==> src/rtl/exec_stage_pkg.sv <==
// Shared definitions for the execute stage: ALU control codes, the decoded
// control struct and the decode helpers used by the pipeline front end.
package exec_stage_pkg;

    localparam logic [3:0] OP_AND = 4'b0000;
    localparam logic [3:0] OP_OR  = 4'b0001;
    localparam logic [3:0] OP_ADD = 4'b0010;
    localparam logic [3:0] OP_SUB = 4'b0110;
    localparam logic [3:0] OP_SLT = 4'b0111;
    localparam logic [3:0] OP_NOR = 4'b1100;

    typedef struct packed {
        logic       invert_a;
        logic       invert_b;
        logic [1:0] operation;
    } alu_ctrl_t;

    function automatic logic op_legal(input logic [3:0] op);
        case (op)
            OP_AND, OP_OR, OP_ADD, OP_SUB, OP_SLT, OP_NOR: return 1'b1;
            default:                                       return 1'b0;
        endcase
    endfunction

    function automatic alu_ctrl_t decode_op(input logic [3:0] op);
        alu_ctrl_t c;
        case (op)
            OP_AND:  c = '{1'b0, 1'b0, 2'b00};
            OP_OR:   c = '{1'b0, 1'b0, 2'b01};
            OP_ADD:  c = '{1'b0, 1'b0, 2'b10};
            OP_SUB:  c = '{1'b0, 1'b1, 2'b10};
            OP_SLT:  c = '{1'b0, 1'b1, 2'b11};
            OP_NOR:  c = '{1'b1, 1'b1, 2'b00};
            default: c = '{1'b0, 1'b0, 2'b00};
        endcase
        return c;
    endfunction

    // Only ADD and SUB report overflow; SLT shares the adder but not the flag.
    function automatic logic is_addsub(input alu_ctrl_t c);
        return (c.operation == 2'b10) && !c.invert_a;
    endfunction

endpackage

==> src/rtl/exec_stage_alu.sv <==
// 32-bit ripple-carry ALU: optional operand inversion feeding AND/OR/ADD/SLT.
module ALU
    import exec_stage_pkg::*;
(
    input  logic [31:0] a_i,
    input  logic [31:0] b_i,
    input  alu_ctrl_t   ctrl_i,
    output logic [31:0] result_o,
    output logic        ovf_o
);
    logic [31:0] a_x, b_x, sum;
    logic        c31, c32, less;

    assign a_x = ctrl_i.invert_a ? ~a_i : a_i;
    assign b_x = ctrl_i.invert_b ? ~b_i : b_i;

    // Carry-in equals invert_b so SUB/SLT form the two's complement of B.
    always_comb begin
        logic c;
        c   = ctrl_i.invert_b;
        c31 = 1'b0;
        sum = '0;
        for (int i = 0; i < 32; i++) begin
            if (i == 31) c31 = c;
            sum[i] = a_x[i] ^ b_x[i] ^ c;
            c      = (a_x[i] & b_x[i]) | (c & (a_x[i] ^ b_x[i]));
        end
        c32 = c;
    end

    assign ovf_o = c31 ^ c32;
    assign less  = sum[31] ^ ovf_o;

    always_comb begin
        case (ctrl_i.operation)
            2'b00:   result_o = a_x & b_x;
            2'b01:   result_o = a_x | b_x;
            2'b10:   result_o = sum;
            default: result_o = {31'b0, less};
        endcase
    end

endmodule

==> src/rtl/exec_stage.sv <==
// Two-stage execute pipeline: S1 holds operands and decoded controls, S2 holds
// the ALU result and flags, with valid/ready flow control and an overflow counter.
module exec_stage
    import exec_stage_pkg::*;
#(
    parameter int CNT_W = 8
) (
    input  logic             clk_i,
    input  logic             rst_n,
    input  logic             in_valid,
    output logic             in_ready,
    input  logic [31:0]      in_src1,
    input  logic [31:0]      in_src2,
    input  logic [3:0]       in_op,
    output logic             out_valid,
    input  logic             out_ready,
    output logic [31:0]      out_result,
    output logic             out_zero,
    output logic             out_ovf,
    output logic             out_illegal,
    output logic [CNT_W-1:0] ovf_count,
    input  logic             ovf_clear
);
    logic             s1_valid_q, s1_ill_q;
    logic [31:0]      s1_a_q, s1_b_q;
    alu_ctrl_t        s1_ctrl_q;
    logic             s2_valid_q, s2_zero_q, s2_ovf_q, s2_ill_q;
    logic [31:0]      s2_res_q;
    logic [CNT_W-1:0] cnt_q, cnt_d;
    logic             s2_adv;
    logic [31:0]      alu_res, res_d;
    logic             alu_ovf, ovf_d;

    // S2 frees up when empty or draining; in_ready never looks at in_valid.
    assign s2_adv   = !s2_valid_q || out_ready;
    assign in_ready = !s1_valid_q || s2_adv;

    always_ff @(posedge clk_i or negedge rst_n) begin
        if (!rst_n) begin
            s1_valid_q <= 1'b0;
            s1_ill_q   <= 1'b0;
            s1_a_q     <= '0;
            s1_b_q     <= '0;
            s1_ctrl_q  <= '0;
        end else if (in_ready) begin
            s1_valid_q <= in_valid;
            if (in_valid) begin
                s1_a_q    <= in_src1;
                s1_b_q    <= in_src2;
                s1_ctrl_q <= decode_op(in_op);
                s1_ill_q  <= !op_legal(in_op);
            end
        end
    end

    ALU u_alu (
        .a_i      (s1_a_q),
        .b_i      (s1_b_q),
        .ctrl_i   (s1_ctrl_q),
        .result_o (alu_res),
        .ovf_o    (alu_ovf)
    );

    assign res_d = s1_ill_q ? '0 : alu_res;
    assign ovf_d = !s1_ill_q && is_addsub(s1_ctrl_q) && alu_ovf;

    always_ff @(posedge clk_i or negedge rst_n) begin
        if (!rst_n) begin
            s2_valid_q <= 1'b0;
            s2_res_q   <= '0;
            s2_zero_q  <= 1'b0;
            s2_ovf_q   <= 1'b0;
            s2_ill_q   <= 1'b0;
        end else if (s2_adv) begin
            s2_valid_q <= s1_valid_q;
            if (s1_valid_q) begin
                s2_res_q  <= res_d;
                s2_zero_q <= (res_d == 32'h0);
                s2_ovf_q  <= ovf_d;
                s2_ill_q  <= s1_ill_q;
            end
        end
    end

    // Clear wins over a same-cycle increment; the count sticks at all-ones.
    always_comb begin
        cnt_d = cnt_q;
        if (ovf_clear)
            cnt_d = '0;
        else if (s2_valid_q && out_ready && s2_ovf_q && (cnt_q != '1))
            cnt_d = cnt_q + CNT_W'(1);
    end

    always_ff @(posedge clk_i or negedge rst_n) begin
        if (!rst_n) cnt_q <= '0;
        else        cnt_q <= cnt_d;
    end

    assign out_valid   = s2_valid_q;
    assign out_result  = s2_res_q;
    assign out_zero    = s2_zero_q;
    assign out_ovf     = s2_ovf_q;
    assign out_illegal = s2_ill_q;
    assign ovf_count   = cnt_q;

endmodule

==> config.mk <==
export PLATFORM = sky130hd
export DESIGN_NAME = exec_stage
export DESIGN_NICKNAME = d
export VERILOG_FILES = /design/src/rtl/exec_stage_pkg.sv /design/src/rtl/exec_stage_alu.sv /design/src/rtl/exec_stage.sv
export SDC_FILE = /design/constraint.sdc
export NUM_CORES = 1
export LEC_CHECK = 0
export ABC_AREA = 1
export CAP_MARGIN = 20
export CORE_ASPECT_RATIO = 1.25
export CORE_MARGIN = 4
export CORE_UTILIZATION = 59
export DETAILED_ROUTE_END_ITERATION = 10
export DONT_BUFFER_PORTS = 1
export PLACE_DENSITY = 0.85
export SYNTH_ARGS = -nofsm -noshare
export SYNTH_HDL_FRONTEND = slang
export SYNTH_SLANG_ARGS = --single-unit
==> constraint.sdc <==
create_clock -name clk_i -period 41.5 [get_ports clk_i]
set_clock_uncertainty 0.05 [all_clocks]
set_input_delay 2.075 -clock clk_i [delete_from_list [all_inputs] [get_ports clk_i]]
set_output_delay 2.075 -clock clk_i [all_outputs]
set_load 0.005 [all_outputs]
==> Yosys cells after proc, flatten, opt, wreduce, memory -nomap -nowiden <==
Index checks and enable logic that the tools add are counted.
{ "classes": {"eq_ne": 8, "bitwise": 166, "n_reduce_logical": 20, "n_addsub": 1, "n_mux": 10} }
{ "ops": {"columns": ["operator", "count"], "rows": [
  ["two-way mux 32 bit", 3],
  ["case mux 32 bit (3 select lines)", 1],
  ["XOR 1 bit", 66],
  ["bitwise AND 1 bit", 64],
  ["inverter 32 bit", 2],
  ["bitwise AND 32 bit", 1],
  ["zero test 32 bit", 1],
  ["bitwise OR 1 bit", 32],
  ["bitwise OR 32 bit", 1],
  ["case mux 4 bit (5 select lines)", 1],
  ["two-way mux 8 bit", 2],
  ["adder 8 x 1 -> 8 bit (second input constant)", 1],
  ["equality test 4 x 3 -> 1 bit (second input constant)", 2],
  ["inequality test 8 bit (second input constant)", 1],
  ["logical AND 1 bit", 6],
  ["OR reduction 6 bit", 1],
  ["zero test 1 bit", 5],
  ["equality test 4 x 1 -> 1 bit (second input constant)", 1],
  ["equality test 4 x 2 -> 1 bit (second input constant)", 1],
  ["equality test 4 bit (second input constant)", 1],
  ["zero test 4 bit", 1],
  ["AND reduction 2 bit", 2],
  ["two-way mux 1 bit", 3],
  ["equality test 2 x 1 -> 1 bit (second input constant)", 1],
  ["other kinds (4)", 5]
]} }
{ "totals": {"register_bits": 114, "wordCells": 218, "output_inout_bits": 45} }

==> Longest topological paths before layout <==
Gate-level depths: netlist (run 1).
{ "logic_depth": {"ltp_word": 72, "mapped_depth": 48} }

==> Modules after synthesis <==
Synthesis (run 1) repeated with hierarchy kept, for this count alone.
{ "hier_totals": {"hier_cells": 930, "hier_area_um2": 7998.9} }
{ "by_module_without_submodules": {"columns": ["mod", "instances", "cells_each", "seq_area_each_um2", "area_each_um2"], "rows": [
  ["exec_stage", 1, 550, 2852.7, 4744.6],
  ["ALU", 1, 380, 0.0, 3254.4]
]} }

==> Least setup slack after synthesis (run 1) <==
Ideal clock, no wire load.
{ "synth_path": {"path_kind": "register -> register", "startpoint": "register s1_ctrl_q[2] (netlist bit)", "endpoint": "register s2_zero_q, in the netlist out_zero", "path_stages_with_launch": 49, "arrival_time_ns": 14.921, "path_slack_ns": 26.463, "path_buffers": 2, "required_time_ns": 41.384, "path_cell_list": "dfrtp_1 clkbuf_1 buf_2 inv_1 o21ai_0 fa_1 fa_1 fa_1 inv_1 fa_1 fa_1 fa_1 fa_1 fa_1 fa_1 fa_1 fa_1 fa_1 [... 13 more ...] fa_1 fa_1 fa_1 inv_1 fa_1 inv_1 fa_1 fa_1 inv_1 nand2_1 nand3_1 nand2_1 nand2_1 nor2_1 nand2_1 nor2_1 nand3_1 nand2_1"} }
{ "synth_between": {"elab_chain_len": 71, "word_cells_on_any_way": 168, "classes_between": "mux (3); bitwise (164); reduce/logical (1)"} }
{ "synth_lines": {"columns": ["element", "line_no", "text"], "rows": [
  ["from (decl)", "exec_stage.sv:26", "alu_ctrl_t s1_ctrl_q;"],
  ["from (signal assigned)", "exec_stage.sv:50", "s1_ctrl_q <= decode_op(in_op);"],
  ["two-way mux 32 bit", "exec_stage_alu.sv:15", "assign b_x = ctrl_i.invert_b ? ~b_i : b_i;"],
  ["XOR 1 bit", "exec_stage_alu.sv:25, exec_stage_alu.sv:26", null],
  ["bitwise AND 1 bit", "exec_stage_alu.sv:26", "c = (a_x[i] & b_x[i]) | (c & (a_x[i] ^ b_x[i]));"],
  ["bitwise OR 1 bit", "exec_stage_alu.sv:26", null],
  ["bitwise AND 1 bit", "exec_stage_alu.sv:26", null],
  ["bitwise OR 1 bit", "exec_stage_alu.sv:26", null],
  ["bitwise AND 1 bit", "exec_stage_alu.sv:26", null],
  ["bitwise OR 1 bit", "exec_stage_alu.sv:26", null],
  ["[... 55 more ...]", null, null],
  ["bitwise OR 1 bit", "exec_stage_alu.sv:26", null],
  ["bitwise AND 1 bit", "exec_stage_alu.sv:26", null],
  ["bitwise OR 1 bit", "exec_stage_alu.sv:26", null],
  ["XOR 1 bit", "exec_stage_alu.sv:31", "assign ovf_o = c31 ^ c32;"],
  ["XOR 1 bit", "exec_stage_alu.sv:32", "assign less = sum[31] ^ ovf_o;"],
  ["case mux 32 bit (3 select lines) *", "exec_stage_alu.sv:35", "case (ctrl_i.operation)"],
  ["two-way mux 32 bit *", "exec_stage.sv:64", "assign res_d = s1_ill_q ? '0 : alu_res;"],
  ["zero test 32 bit *", "exec_stage.sv:78", "s2_zero_q <= (res_d == 32'h0);"],
  ["to (signal assigned)", "exec_stage.sv:78", null],
  ["to (decl)", "exec_stage.sv:27", "logic s2_valid_q, s2_zero_q, s2_ovf_q, s2_ill_q;"]
]} }
Mark *: on every way between the ends. The rest lies on a longest branch, timed or not.
A chain may end at the register's enable or synchronous reset.

==> Final worst setup path (run 1) <==
Ends and elaborated chain as after synthesis.

==> impl_results.md, run 1 <==
- Post-DP HPWL: 12590 µm
- Min-Delay Path Class: register to register
- Num Clock Sinks: 114
- Flop pwr share: 0.318
- Synth warn: 0
- Crit share post-route: 0.3845
- IO Port Bufs: 0
- Syn Inst Count: 961
- Post-synthesis to final-layout area growth: 8.354%
- Fin area: 8325 µm²
- Delay of the slowest critical-path stage: 0.99 ns
- Vias in the first global route: about 6000
- Multi-input gate area: 4165 µm²
- Drt wl/cell: 15.75 µm
- Final #Nets: 1116
- Hold_ws: about 0.45 ns
- Mapped cell area: 7684 µm²
- Max Clock Freq: 62.68 MHz
- Final WL: 17700 µm
- IO Count: 118
- Worst-path maximum fanout: 20
- Arr. time, crit path: 16.25 ns
- Worst-Skew Late Latency: 0.42 ns
- Area leader, netlist: dfrtp_1
- Status: finished clean
- Max_cap viols: 0
- DP Area: 7757 µm²
- Initial Utilization: 0.6041
- Worst slew margin: 0.3063
- Drt first-iter violations: around 460
- Min cycle time layout: about 16 ns
- Worst-path clk slew: 0.05 ns
- TritonCTS clock tree: done
- Yosys cell types: 27
- Via count: 5804
- Final-report setup violation count: 0
- Cells on worst reg2reg path: between 40 and 50
- Final hold vios: 0
- 1st-pass router iterations: 8
- Core area: 12720 µm²
- CP endpoint kind: register
- Unrepaired setup endpoints after global routing: false
- Post-CTS Resized: 0
- Worst setup path class: register to register
- PwrDens: 59.80 nW/µm²
- Synth top area share: 0.3713
- VDD IR max: 0.02768 mV
- Worst Setup Start Kind: register
- Initial antenna violation count: 0
- Horiz. Die Dim: 110.1 µm
- Inserted Clock Buffers: 17
- Worst Max-Slew Pin Slew: 1.037 ns
- Cell chosen for the clock root: clkbuf_16
- GRT Util Overall: 0.2510
- Final ANT Viol Nets: 0
- Combinational cell fraction of total power: 0.407
- DRC: 0
- # fillers: between 1000 and 1500
- Antenna cell count: 0
- Post-CTS Setup Inserts: 0
- LEAKAGE: ~4.4 nW
- Pin count of the biggest net entering global routing: 115
- Avg Vias per Cell: between 5 and 6
- Critical-path top delay cell: dfrtp_1
- TNS Setup: 0 ns
- P_sw: just under 200 µW
- Total power: between 400 and 500 µW
- Clock power frac: 0.275
- Synthesized net count: 1131
- Required time of the critical path: 41.80 ns
- Area contributors post-synth: dfrtp_1 37%, nand2_1 18%, ha_1 11%, fa_1 8.3%, xnor2_1 6.8%
- Global placer's final weighted congestion: 0.9250
- Layout cells sized above 1: 0.04289
- Total grt overflow: 0
- Pint: 300.7 µW
- Cts hold-fix bufs: 0
- Sequential element share of the synthesized area: 0.3713
- Hold depth: 2
- First-pass GRT wire length: between 20000 and 30000 µm
- Pins Over Slew Limit: 0
- Die Span Y: 135.6 µm
- Site row count: 46
- H-tree Lvls: 4
- CTS Buffer Depth: 2
- Yosys reg bits: 114
- Die area: 14920 µm²
- Critical path's most frequent cell: fa_1
- Register area: approximately 2900 µm²
- Syn avg cell area: 7.995 µm²
- Sw Ratio: 0.3960
## synth_stat cells (all sizes together)
master and number:
nor2 29, nor3 4, xnor2 60, or2 1
nand3b 11, nand3 42, clkbuf 20, xor2 6
a22o 1, o21ai 45, o211ai 2, inv 128
a31oi 2, fa 32, dfrtp 114, nor4 2
a22oi 1, buf 21, a21oi 4, ha 65
o21a 1, nand2 370
## area by class of cell
class	count	area share
clock inverter	6	0.006613
sequential	114	0.3427
multi-input combinational	678	0.5003
tap	168	0.02525
timing repair buffer	7	0.007665
inverter	128	0.05771
clock buffer	23	0.05981
## sequential cells by signal (all words and copies together), names as in the netlist, 4 cells and up
name / cells
out_result: 32
s1_a_q: 32
s1_b_q: 32
ovf_count: 8
s1_ctrl_q: 4
## worst max-delay path, delay by kind of cell, from the launching register on
| kind | cells | cell delay [ns] |
|---|---|---|
| fa+ha+maj | 31 | 13.50 |
| flops | 1 | 0.99 |
| simple gates | 9 | 0.64 |
| buf+inv | 5 | 0.40 |
| compound gates | 1 | 0.33 |
## placed cells by master (no fill, tap or decap)
master and instances:
a21oi_1 4, a22o_1 1, a22oi_1 1, a31oi_1 2, buf_4 5, buf_6 1
buf_8 1, bufinv_16 1, clkbuf_1 1, clkbuf_16 17, clkbuf_8 5, clkinv_2 5
dfrtp_1 114, fa_1 32, ha_1 65, inv_1 126, inv_2 2, nand2_1 368
nand2_2 2, nand3_1 42, nand3b_1 11, nor2_1 28, nor2_2 1, nor3_1 4
nor4_1 2, o211ai_1 2, o21a_1 1, o21ai_0 45, or2_2 1, xnor2_1 60
xor2_1 6
## final timing paths
path | startpoint | end | slack [ns]
worst max-delay path | s1_ctrl_q[2]$_DFFE_PN0P_ | out_zero$_DFFE_PN0P_ | 25.54
worst min-delay path | s1_b_q[29]$_DFFE_PN0P_ | s1_b_q[29]$_DFFE_PN0P_ | 0.45
worst max register to register | s1_ctrl_q[2]$_DFFE_PN0P_ | out_zero$_DFFE_PN0P_ | 25.54
worst min register to register | s1_b_q[29]$_DFFE_PN0P_ | s1_b_q[29]$_DFFE_PN0P_ | 0.45
max in group asynchronous | rst_n | s1_a_q[31]$_DFFE_PN0P_ | 39.83
min in group asynchronous | rst_n | s1_a_q[8]$_DFFE_PN0P_ | 1.31
## power groups by stage
stage | combinational (mW) | clock, mW | sequential (mW)
floorplan | 0.157 | 0 | 0.151
global placement | 0.186 | 0 | 0.159
detailed placement | 0.197 | 0 | 0.160
CTS | 0.202 | 0.138 | 0.159
global route | 0.234 | 0.145 | 0.162
finish | 0.203 | 0.137 | 0.159
## per-layer routing
layer,vias to the layer above,track usage,part of all wire,wire (µm)
met3,38,0.08345,0.091,1604
li1,2842,-,-,-
met5,-,0,0,0
met1,2716,0.3120,0.41,7211
met4,0,0.1164,0.032,566
met2,208,0.3930,0.47,8319
## cell families (layout without fill, tap and decap cells)
family                   Yosys count  count (layout)  share of synthesized area
adder cells (fa/ha/maj)           97              97                     0.1892
buffers and inverters            169             164                    0.08728
AND/OR/NAND/NOR                  459             459                     0.2384
AO/OA/AOI/OAI                     56              56                    0.03859
XOR/XNOR                          66              66                    0.07523
flip-flops                       114             114                     0.3713
## per-stage QoR
stage	utilization	worst slack, ns	std cells
4_1_cts	0.6534	25.45	1123
5_1_grt	0.6545	24.92	1124
6_report	0.6545	25.54	1124
3_3_place_gp	0.6090	25.76	1093
3_5_place_dp	0.6099	25.49	1094
2_1_floorplan	-	26.46	961
(Power assumes the default switching activity.)
==> inputs of run 2 (changes only) <==
==> constraint.sdc (replaced) <==
create_clock -name clk_i -period 16.7 [get_ports clk_i]
set_clock_uncertainty 0.05 [all_clocks]
set_input_delay 0.835 -clock clk_i [delete_from_list [all_inputs] [get_ports clk_i]]
set_output_delay 0.835 -clock clk_i [all_outputs]
set_load 0.005 [all_outputs]
==> run 2 against run 1 <==
Net effect: final area up 1.1%; clock power rose to 2.9 times the previous value; clock-buffer cell count down 3; global-route usage down 0.57 points; sequential power up 150%; critical endpoint unchanged; worst setup slack worse by 25 ns; combinational power up 140%; die area unchanged; wire length down 3.2%; register-to-register slack worse by 25 ns; non-clock buffer count unchanged.
==> impl_results.md, run 2 (synthesis results as in run 1) <==
- Post-CTS Setup Inserts: 0
- TritonCTS clock tree: done
- IO Port Bufs: 0
- Post-synthesis to final-layout area growth: 9.494%
- Most frequent cells in the layout: 368 x nand2_1, 126 x inv_1, 114 x dfrtp_1
- LEAKAGE: between 4 and 5 nW
- Min-Delay Path Class: input port to async pin
- Worst Setup Start Kind: register
- Buf/Inv on CP: 4
- Die Span Y: 135.6 µm
- Max_cap viols: 0
- Avg Vias per Cell: 5.134
- Critical-path top delay cell: dfrtp_1
- PwrDens: 151.9 nW/µm²
- Inserted Clock Buffers: 17
- Crit share post-route: 0.9375
- Reg-to-Reg Start: s1_ctrl_q[3]$_DFFE_PN0P_
- Worst Max-Slew Pin Slew: 1.132 ns
- Setup WS post-layout: 1.043 ns
- Required time of the critical path: 17.00 ns
- Vias in the first global route: ~6000
- First-pass GRT wire length: 28340 µm
- Top delay family on crit path: adder cells
- Antenna cell count: 0
- Max Clock Freq: 63.87 MHz
- Worst Setup EP: out_zero$_DFFE_PN0P_
- Worst-Skew Late Latency: between 0.4 and 0.5 ns
- TNS Setup: 0 ns
- Die area: 14920 µm²
- Drt first-iter violations: 442
- Final-report setup violation count: 0
- Core area: 12720 µm²
- Final #Nets: 1116
- Post-place setup slack: 1.078 ns
- GRT Util Overall: 0.2453
- Setup slack, reg-to-reg: around 1.0 ns
- DRC: 0
- Via count: 5781
- Final ANT Viol Nets: 0
- Final hold vios: 0
- Horiz. Die Dim: 110.1 µm
- IO Count: approximately 120
- Worst-path clk slew: ~0.060 ns
- Multi-input gate area: 4165 µm²
- Initial Utilization: 0.6041
- Worst slew margin: 0.2425
- Cell chosen for the clock root: clkbuf_16
- Unrepaired setup endpoints after global routing: false
- Num Clock Sinks: 114
- Post-CTS Resized: 0
- 1st-pass router iterations: 5
- Reg-to-reg endpoint: out_zero$_DFFE_PN0P_
- Site row count: 46
- CP endpoint kind: register
- Status: finished clean
- VDD IR max: between 0.07 and 0.08 mV
- Initial antenna violation count: 0
- Worst-path maximum fanout: 10
- Layout cells sized above 1: 0.04384
- CTS Buffer Depth: 2
- Pin count of the biggest net entering global routing: 115
- Pins Over Slew Limit: 0
- Delay of the slowest critical-path stage: around 0.65 ns
- Final WL: ~17000 µm
- Global placer's final weighted congestion: 0.8981
- Min cycle time layout: 15.66 ns
- Post-DP HPWL: 12260 µm
- Most common cell after layout, fill and taps aside: nand2_1
- Crit path launch: s1_ctrl_q[3]$_DFFE_PN0P_
- Worst setup path class: register to register
- Util after Layout: 0.6614
- H-tree Lvls: 4
- # fillers: 990
- Drt wl/cell: between 15 and 20 µm
- Register area: 2853 µm²
- Critical path's most frequent cell: fa_1
- Total grt overflow: 0
- Cts hold-fix bufs: 0
- CP Depth: 47
- Arr. time, crit path: between 15 and 20 ns
- Cells on worst reg2reg path: 47
## run 2: cell types whose count changed in the layout (fill, tap and decap cells not counted)
cell	change
buf_12	+1
clkinvlp_4	+2
clkbuf_1	+1
clkbuf_8	-4
clkinv_2	-1
bufinv_16	+4
buf_6	-1
## run 2: report_power, final
part | total, mW | leakage [nW] | switching, mW | internal, mW
clock | 0.391 | 0.306 | 0.125 | 0.266
sequential | 0.395 | 1.44 | 0.0583 | 0.337
combinational | 0.491 | 2.71 | 0.302 | 0.189
## run 2: how the worst min path moves through the flow
stage | from | end | slack, ns | cells after the start
4_1_cts | rst_n | s1_b_q[1]$_DFFE_PN0P_ | 0.06 | 0
6_report | rst_n | out_valid$_DFFE_PN0P_ | 0.07 | 0
3_5_place_dp | s1_b_q[28]$_DFFE_PN0P_ | s1_b_q[28]$_DFFE_PN0P_ | 0.44 | 2
2_1_floorplan | s1_a_q[0]$_DFFE_PN0P_ | s1_a_q[0]$_DFFE_PN0P_ | 0.42 | 2
5_1_grt | rst_n | s1_ctrl_q[1]$_DFFE_PN0P_ | 0.05 | 0
3_3_place_gp | s1_b_q[29]$_DFFE_PN0P_ | s1_b_q[29]$_DFFE_PN0P_ | 0.44 | 2
## run 2: metrics by stage
step	hold WS, ns	power [mW]	instance area, µm²	std cells
final	0.07300	1.278	8413	1126
after global routing	0.05141	1.387	8413	1126
after CTS	0.05725	1.284	8378	1124
after detailed placement	0.4392	0.8827	7746	1093
after global placement	0.4353	0.8581	7746	1093
after floorplan	0.4179	0.7660	7684	961
## run 2: per-layer routing
layer,vias to the layer above,GRT usage,wire length [µm]
met3,30,0.06247,1464
met4,0,0.09217,437
met5,-,0,0
met1,2707,0.3271,7335
met2,209,0.3843,7904
li1,2835,-,-
## run 2: area by class of cell
cell class	count	share of cell area
inverters	128	0.05711
repair buffers	7	0.008626
well taps	168	0.02499
multi-input cells	678	0.4951
flip-flops and latches	114	0.3391
clock inverters	11	0.02201
clock buffers	20	0.05309
==> inputs of run 3 (changes only) <==
--- a/config.mk
+++ b/config.mk
@@ -8,11 +8,10 @@
 export ABC_AREA = 1
 export CAP_MARGIN = 20
 export CORE_ASPECT_RATIO = 1.25
-export CORE_MARGIN = 4
-export CORE_UTILIZATION = 59
+export CORE_UTILIZATION = 50
 export DETAILED_ROUTE_END_ITERATION = 10
 export DONT_BUFFER_PORTS = 1
-export PLACE_DENSITY = 0.85
+export PLACE_DENSITY = 0.75
 export SYNTH_ARGS = -nofsm -noshare
 export SYNTH_HDL_FRONTEND = slang
 export SYNTH_SLANG_ARGS = --single-unit
==> constraint.sdc (replaced) <==
create_clock -name clk_i -period 15.1 [get_ports clk_i]
set_clock_uncertainty 0.05 [all_clocks]
set_input_delay 0.755 -clock clk_i [delete_from_list [all_inputs] [get_ports clk_i]]
set_output_delay 0.755 -clock clk_i [all_outputs]
set_load 0.005 [all_outputs]
==> run 3 against run 2 <==
Net effect: register-to-register slack worse by 0.40 ns; sequential cell count stayed put; clock-buffer cell count shrank 1; via count down 0.26%; critical endpoint unchanged; global-route usage fell by 1.1 points; power grew 12%.
==> impl_results.md, run 3 (synthesis results as in run 1) <==
- Status: finished clean
- Setup slack, reg-to-reg: between 0.6 and 0.7 ns
- Final #Nets: 1132
- Total power: 1.426 mW
- PwrDens: 165.8 nW/µm²
- Final WL: 17250 µm
- Horiz. Die Dim: ~110 µm
- Worst Setup EP: out_zero$_DFFE_PN0P_
- Worst-path clk slew: about 0.060 ns
- DRC: 0
- Die Span Y: 140.6 µm
- Inserted Clock Buffers: 17
- Reg-to-reg endpoint: out_zero$_DFFE_PN0P_
- Unrepaired setup endpoints after global routing: false
- LEAKAGE: 4.529 nW
- Cell chosen for the clock root: clkbuf_16
- Via count: 5766
- Min-Delay Path Class: input port to async pin
- Worst Max-Slew Pin Slew: 0.9704 ns
- TritonCTS clock tree: done
- Fin area: 8597 µm²
- Pins Over Slew Limit: 0
- Most common cell after layout, fill and taps aside: nand2_1
- IO Count: 118
- Reg-to-Reg Start: s1_ctrl_q[3]$_DFFE_PN0P_
- Final ANT Viol Nets: 0
- VDD IR max: 0.08085 mV
- Initial antenna violation count: 0
- Critical-path top delay cell: fa_1
- Worst slew margin: 0.3507
- DP Area: 7884 µm²
- Antenna cell count: 0
- Max Clock Freq: 69.16 MHz
- IO Port Bufs: 0
- Cells on worst reg2reg path: 47
- TNS Setup: 0 ns
- Die area: 15870 µm²
- Global placer's final weighted congestion: 0.8472
- Initial Utilization: 0.5117
- Layout cells sized above 1: 0.07692
- Vias in the first global route: 5777
- Drt first-iter violations: about 360
- Drt wl/cell: 14.91 µm
- Worst-path maximum fanout: 3
- Hold_ws: between 0.2 and 0.25 ns
- Crit share post-route: 0.9575
- Min cycle time layout: 14.46 ns
- Worst-Skew Late Latency: 0.42 ns
- 1st-pass router iterations: 5
- Final-report setup violation count: 0
- Site row count: 50
- Max_cap viols: 0
- Arr. time, crit path: 14.77 ns
- Pin count of the biggest net entering global routing: about 120
- CTS Buffer Depth: 2
- Post-DP HPWL: 12270 µm
- Worst Setup Start Kind: register
- Final hold vios: 0
- GRT Util Overall: 0.2344
- Num Clock Sinks: ~110
- CP endpoint kind: register
- H-tree Lvls: 4
- Core area: 15010 µm²
- Crit path launch: s1_ctrl_q[3]$_DFFE_PN0P_
- Delay of the slowest critical-path stage: 0.49 ns
- Total grt overflow: 0
- Critical path's most frequent cell: fa_1
- Most frequent cells in the layout: 368 x nand2_1, 126 x inv_1, 114 x dfrtp_1
- Required time of the critical path: 15.41 ns
- Avg Vias per Cell: 4.984
- Post-synthesis to final-layout area growth: 11.89%
- First-pass GRT wire length: around 29000 µm
- Worst setup path class: register to register
- # fillers: 1340
run 3: worst min-delay path by stage:
stage / start / endpoint / slack, ns
floorplan: rst_n / out_illegal$_DFFE_PN0P_ / 0.41
global placement: rst_n / s1_a_q[8]$_DFFE_PN0P_ / 0.41
detailed placement: rst_n / out_result[7]$_DFFE_PN0P_ / 0.42
CTS: rst_n / s1_a_q[6]$_DFFE_PN0P_ / 0.27
global route: rst_n / out_result[9]$_DFFE_PN0P_ / 0.29
finish: rst_n / s1_a_q[5]$_DFFE_PN0P_ / 0.20
run 3: per-stage QoR:
stage                     cells    util  setup slack (ns)
after floorplan             961       -           0.06339
after global placement     1121  0.5241          -0.01673
after detailed placement   1122  0.5251           -0.1620
after CTS                  1155  0.5684           0.04816
after global routing       1157  0.5726           0.03353
final                      1157  0.5726            0.6415
run 3: routing by layer:
layer,global-route usage,wire length (µm),vias up
li1,-,-,2871
met1,0.3028,7652,2687
met2,0.3739,7895,178
met3,0.07008,1318,30
met4,0.08449,380,0
met5,0,0,-
run 3: what timing repair did:
| action | in CTS | in global routing |
|---|---|---|
| pin swaps | 2 | 2 |
| endpoints found under the hold margin | 114 | 0 |
| resized for setup | 5 | 10 |
| hold buffers | 1 | 0 |
| buffers inserted | 0 | 0 |
| setup endpoints to repair | 1 | 3 |
run 3: layout make-up:
class	instances	area [µm²]	area share
Timing Repair Buffer	23	225.2	0.02620
Clock buffer	19	452.9	0.05269
Clock inverter	13	157.7	0.01834
Sequential cell	114	2853	0.3318
Tap cell	182	227.7	0.02649
Multi-Input combinational cell	678	4200	0.4886
Inverter	128	480.5	0.05589
run 3: power by group:
group / internal (mW) / total (mW) / switching (mW)
clock network: 0.267 / 0.413 / 0.145
logic: 0.230 / 0.582 / 0.353
registers: 0.373 / 0.431 / 0.0580
run 3: worst max-delay path, delay by kind of cell, from the launching register on:
family | cells | cell delay [ns]
AO/OA/AOI/OAI | 1 | 0.12
XOR/XNOR | 1 | 0.21
adder cells (fa/ha/maj) | 31 | 12.66
buffers and inverters | 4 | 0.25
flip-flops | 1 | 0.40
AND/OR/NAND/NOR | 10 | 0.71
